[src/rtl/gp_shreg_sr.sv]
// rtl/gp_shreg_sr.sv - WIDTH x DEPTH delay line with two inverting taps, set/reset fill and fill counter
module gp_shreg_sr #(
  parameter int   WIDTH    = 1,
  parameter int   DEPTH    = 16,
  parameter int   TAP_A    = DEPTH - 1,
  parameter int   TAP_B    = 0,
  parameter logic INIT     = 1'b0,
  parameter logic SRMODE   = 1'b0,
  parameter logic INVERT_A = 1'b0,
  parameter logic INVERT_B = 1'b0,
  localparam int  FW       = $clog2(DEPTH + 1)
) (
  input  logic             CLK,
  input  logic             RST,
  input  logic             CE,
  input  logic             SR,
  input  logic [WIDTH-1:0] D,
  output logic [WIDTH-1:0] QA,
  output logic [WIDTH-1:0] QB,
  output logic [FW-1:0]    FILL,
  output logic             FULL
);

  // Out-of-range parameters stop elaboration rather than being clamped.
  if (WIDTH < 1 || WIDTH > 16) begin : g_bad_width
    $error("gp_shreg_sr: WIDTH %0d outside 1..16", WIDTH);
  end
  if (DEPTH < 2 || DEPTH > 256) begin : g_bad_depth
    $error("gp_shreg_sr: DEPTH %0d outside 2..256", DEPTH);
  end
  if (TAP_A < 0 || TAP_A > DEPTH - 1) begin : g_bad_tap_a
    $error("gp_shreg_sr: TAP_A %0d outside 0..DEPTH-1", TAP_A);
  end
  if (TAP_B < 0 || TAP_B > DEPTH - 1) begin : g_bad_tap_b
    $error("gp_shreg_sr: TAP_B %0d outside 0..DEPTH-1", TAP_B);
  end

  localparam logic [FW-1:0]    FILL_MAX = FW'(DEPTH);
  localparam logic [WIDTH-1:0] INIT_W   = {WIDTH{INIT}};
  localparam logic [WIDTH-1:0] SR_W     = {WIDTH{SRMODE}};
  localparam logic [WIDTH-1:0] INV_A_W  = {WIDTH{INVERT_A}};
  localparam logic [WIDTH-1:0] INV_B_W  = {WIDTH{INVERT_B}};

  logic [WIDTH-1:0] stage_q [DEPTH];
  logic [WIDTH-1:0] stage_d [DEPTH];
  logic [FW-1:0]    fill_q;
  logic [FW-1:0]    fill_d;

  // SR beats CE; RST is handled in the register process and beats both.
  always_comb begin
    stage_d = stage_q;
    fill_d  = fill_q;
    if (SR) begin
      for (int k = 0; k < DEPTH; k++) stage_d[k] = SR_W;
      fill_d = '0;
    end else if (CE) begin
      stage_d[0] = D;
      for (int k = 1; k < DEPTH; k++) stage_d[k] = stage_q[k-1];
      if (fill_q != FILL_MAX) fill_d = fill_q + 1'b1;
    end
  end

  always_ff @(posedge CLK) begin
    if (RST) begin
      for (int k = 0; k < DEPTH; k++) stage_q[k] <= INIT_W;
      fill_q <= '0;
    end else begin
      for (int k = 0; k < DEPTH; k++) stage_q[k] <= stage_d[k];
      fill_q <= fill_d;
    end
  end

  assign QA   = stage_q[TAP_A] ^ INV_A_W;
  assign QB   = stage_q[TAP_B] ^ INV_B_W;
  assign FILL = fill_q;
  assign FULL = (fill_q == FILL_MAX);

endmodule

[config.mk]
export PLATFORM = sky130hd
export DESIGN_NAME = gp_shreg_sr
export DESIGN_NICKNAME = d
export VERILOG_FILES = /design/src/rtl/gp_shreg_sr.sv
export SDC_FILE = /design/constraint.sdc
export NUM_CORES = 1
export LEC_CHECK = 0
export CAP_MARGIN = 20
export CORE_MARGIN = 5
export CORE_UTILIZATION = 50
export DETAILED_ROUTE_END_ITERATION = 7
export PLACE_DENSITY = 0.78
export SLEW_MARGIN = 10
export SYNTH_ARGS = -nofsm -noshare
export SYNTH_HDL_FRONTEND = slang
export SYNTH_SLANG_ARGS = --single-unit
export TNS_END_PERCENT = 30
[constraint.sdc]
create_clock -name CLK -period 3.8 [get_ports CLK]
set_clock_uncertainty 0.15 [all_clocks]
set_input_delay 0.57 -clock CLK [delete_from_list [all_inputs] [get_ports CLK]]
set_output_delay 0.57 -clock CLK [all_outputs]
set_load 0.05 [all_outputs]
==> qor.yml <==
ys_warn_count: 0
ctsResizeCount: 0
n_antenna_cell: 0
r2r_cells: 5
synth_area_per_cell_um2: 10.21
die_y_um: 50.43
r2r_slack_ns: 2.24
critPathCapture: "FULL"
swShare_pct: 21.69
dp_hpwl_um: 949.1
pwr-share-comb_pct: 7.1
firstDrtPassIters: 4
p_seq_share_pct: 63.8
grt_max_degree: 22
synth_seq_cells: 21
start_util_pct: 53.61
maxCapViolCount: 0
arrival_ns: 1.94
core_area_um2: 1524
power.internal_w: 0.0002729
worst_setup_path_end_kind: "output port"
rows: 14
outcome: "finished clean"
cts_buffer_depth: 2
clock_latency_ns: 0.29
ios: 13
dr.first_iter.drc_count: 8
portBuffers: 12
total_leakage_power_nw: 0.3828
r2r-start: "FILL[0]"
mostFrequentLayoutCells: "dfxtp_1 (21), nor2_1 (17), mux2i_1 (16), clkdlybuf4s50_1 (12)"
synth.distinct_cells: 18
relSlewSlack_pct: 66.38
final_core_util_pct: 63.55
clkSlewWorstSetupHoldPaths_ns: 0.10
cp_max_fo: 7
setup_viol: 0
nNetsFinal: 101
period_needed_ns: 2.658
die_w_um: 50.43
clkSinkCount: 21
area_growth_pct: 18.53
clkPwrFrac_pct: 29.1
numCtsBuffers: 3
path_class: "reg -> out"
finalHoldViolCount: 0
worst_slew_pin_slew_ns: 0.5027
grt-ovfl-total: 0
drc: 0
grtUsageTotal_pct: 11.20
worstPathRequired_ns: 3.08
cts_tree: "done"
h-tree-depth: 1
via_per_inst: 5.028
final_common_cell: "dfxtp_1"
ant_nets: 0
vdd_drop_max_uv: 252.6
antenna_found_initial: 0
synth_cells: 80
grt_pass1_wl_mm: 2.201
p_per_area_nw_per_um2: 359.9
p_sw_w: 0.00007561
holdBufCountCts: 0
die-area_um2: 2543
vias: 548
rsz0062_at_grt: "no"
crit_path_start: "FILL[0]"
crit_path_start_kind: "register"
drv_slew: 0
finalSetupTns_ns: 0
routedWlPerCell_um: 11.61
place_congestion: 0.7865
cts_setup_buffers: 0
cts_root_buf: "clkbuf_4"
min_path_type: "reg -> reg"
fin_crit_sh_pct: 69.95
ys_seq_area_share_pct: 51.45
r2r-end: "FILL[2]"
drive_gt1_share_pct: 7.527
synth.net_count: 87
grt_pass1_vias: 479
wl_mm: 1.265
fmaxAchievable_mhz: 376.2
syn-cell-area_um2: 817.0
registers in the layout (all words and copies together), names as in the netlist:
signal   flops
stage_q     14
FILL         5
QA           1
QB           1
worst max-delay path, cell delays in order, from the launching register on:
cell,delay (ns)
dfxtp_1,0.36
inv_1,0.07
ha_1,0.13
and4bb_4,0.27
clkdlybuf4s50_1,0.81
worst min-delay path by stage:
stage | start | endpoint | slack [ns] | cells past startpoint
final | stage_q[5] | stage_q[4] | 0.36 | 2
after global routing | stage_q[5] | stage_q[4] | 0.39 | 2
after CTS | stage_q[2] | stage_q[1] | 0.37 | 2
after detailed placement | stage_q[14] | stage_q[14] | 0.34 | 2
after global placement | QA | QA | 0.32 | 2
after floorplan | stage_q[10] | stage_q[10] | 0.31 | 2
metrics by stage:
stage | power (W) | hold slack (ns) | area, um^2 | cells | setup slack, ns
floorplan | 0.0002449 | 0.3101 | 817.0 | 80 | 1.859
global placement | 0.0002520 | 0.3222 | 942.2 | 105 | 1.487
detailed placement | 0.0002523 | 0.3366 | 942.2 | 105 | 1.465
CTS | 0.0003548 | 0.3652 | 968.4 | 109 | 1.123
global route | 0.0003674 | 0.3881 | 968.4 | 109 | 1.041
finish | 0.0003485 | 0.3553 | 968.4 | 109 | 1.142
synthesized netlist by cell type:
cell,n,area share (%)
nor2_1,17,7.8
xor2_1,2,2.1
clkbuf_1,2,0.92
nor3_1,1,0.61
and4bb_4,1,2.0
inv_1,3,1.4
a21oi_2,1,1.1
o21ai_0,2,1.2
buf_4,2,1.8
a21oi_1,2,1.2
dfxtp_1,21,51
or3_1,2,1.5
nand3b_1,1,0.92
nand2_1,2,0.92
ha_1,2,3.1
or2_2,1,0.77
mux2i_1,16,20
nand4_1,2,1.5
routing by layer:
layer	share of wire (%)	track usage [%]	vias to the layer above
li1	-	-	292
met5	0	0	-
met1	49	15.19	242
met4	2.1	7.660	0
met2	44	15.48	10
met3	4.9	2.663	4
kinds of logic after synthesis:
family	Yosys count	share of synthesized area, %
DFF	21	51.45
muxes	16	19.60
AOI/OAI and AO/OA	5	3.522
xor gates and xnor gates	2	2.144
adders and majority gates	2	3.062
and+or+nand+nor	27	16.08
buffers and inverters	7	4.134
power groups by stage:
stage | sequential [W] | combinational [W] | clock (W)
after floorplan | 0.000231 | 0.0000143 | 0
after global placement | 0.000227 | 0.0000248 | 0
after detailed placement | 0.000227 | 0.0000250 | 0
after CTS | 0.000222 | 0.0000251 | 0.000107
after global routing | 0.000223 | 0.0000267 | 0.000118
final | 0.000222 | 0.0000248 | 0.000101
cell type report:
cell class | instances | area (um^2)
multi-input combinational | 52 | 362.8
fill | 141 | 555.5
clock buffer | 4 | 26.28
timing repair buffer | 13 | 127.6
sequential | 21 | 420.4
tap | 16 | 20.02
inverter | 3 | 11.26
No activity file was read; power rests on OpenSTA's default activity.
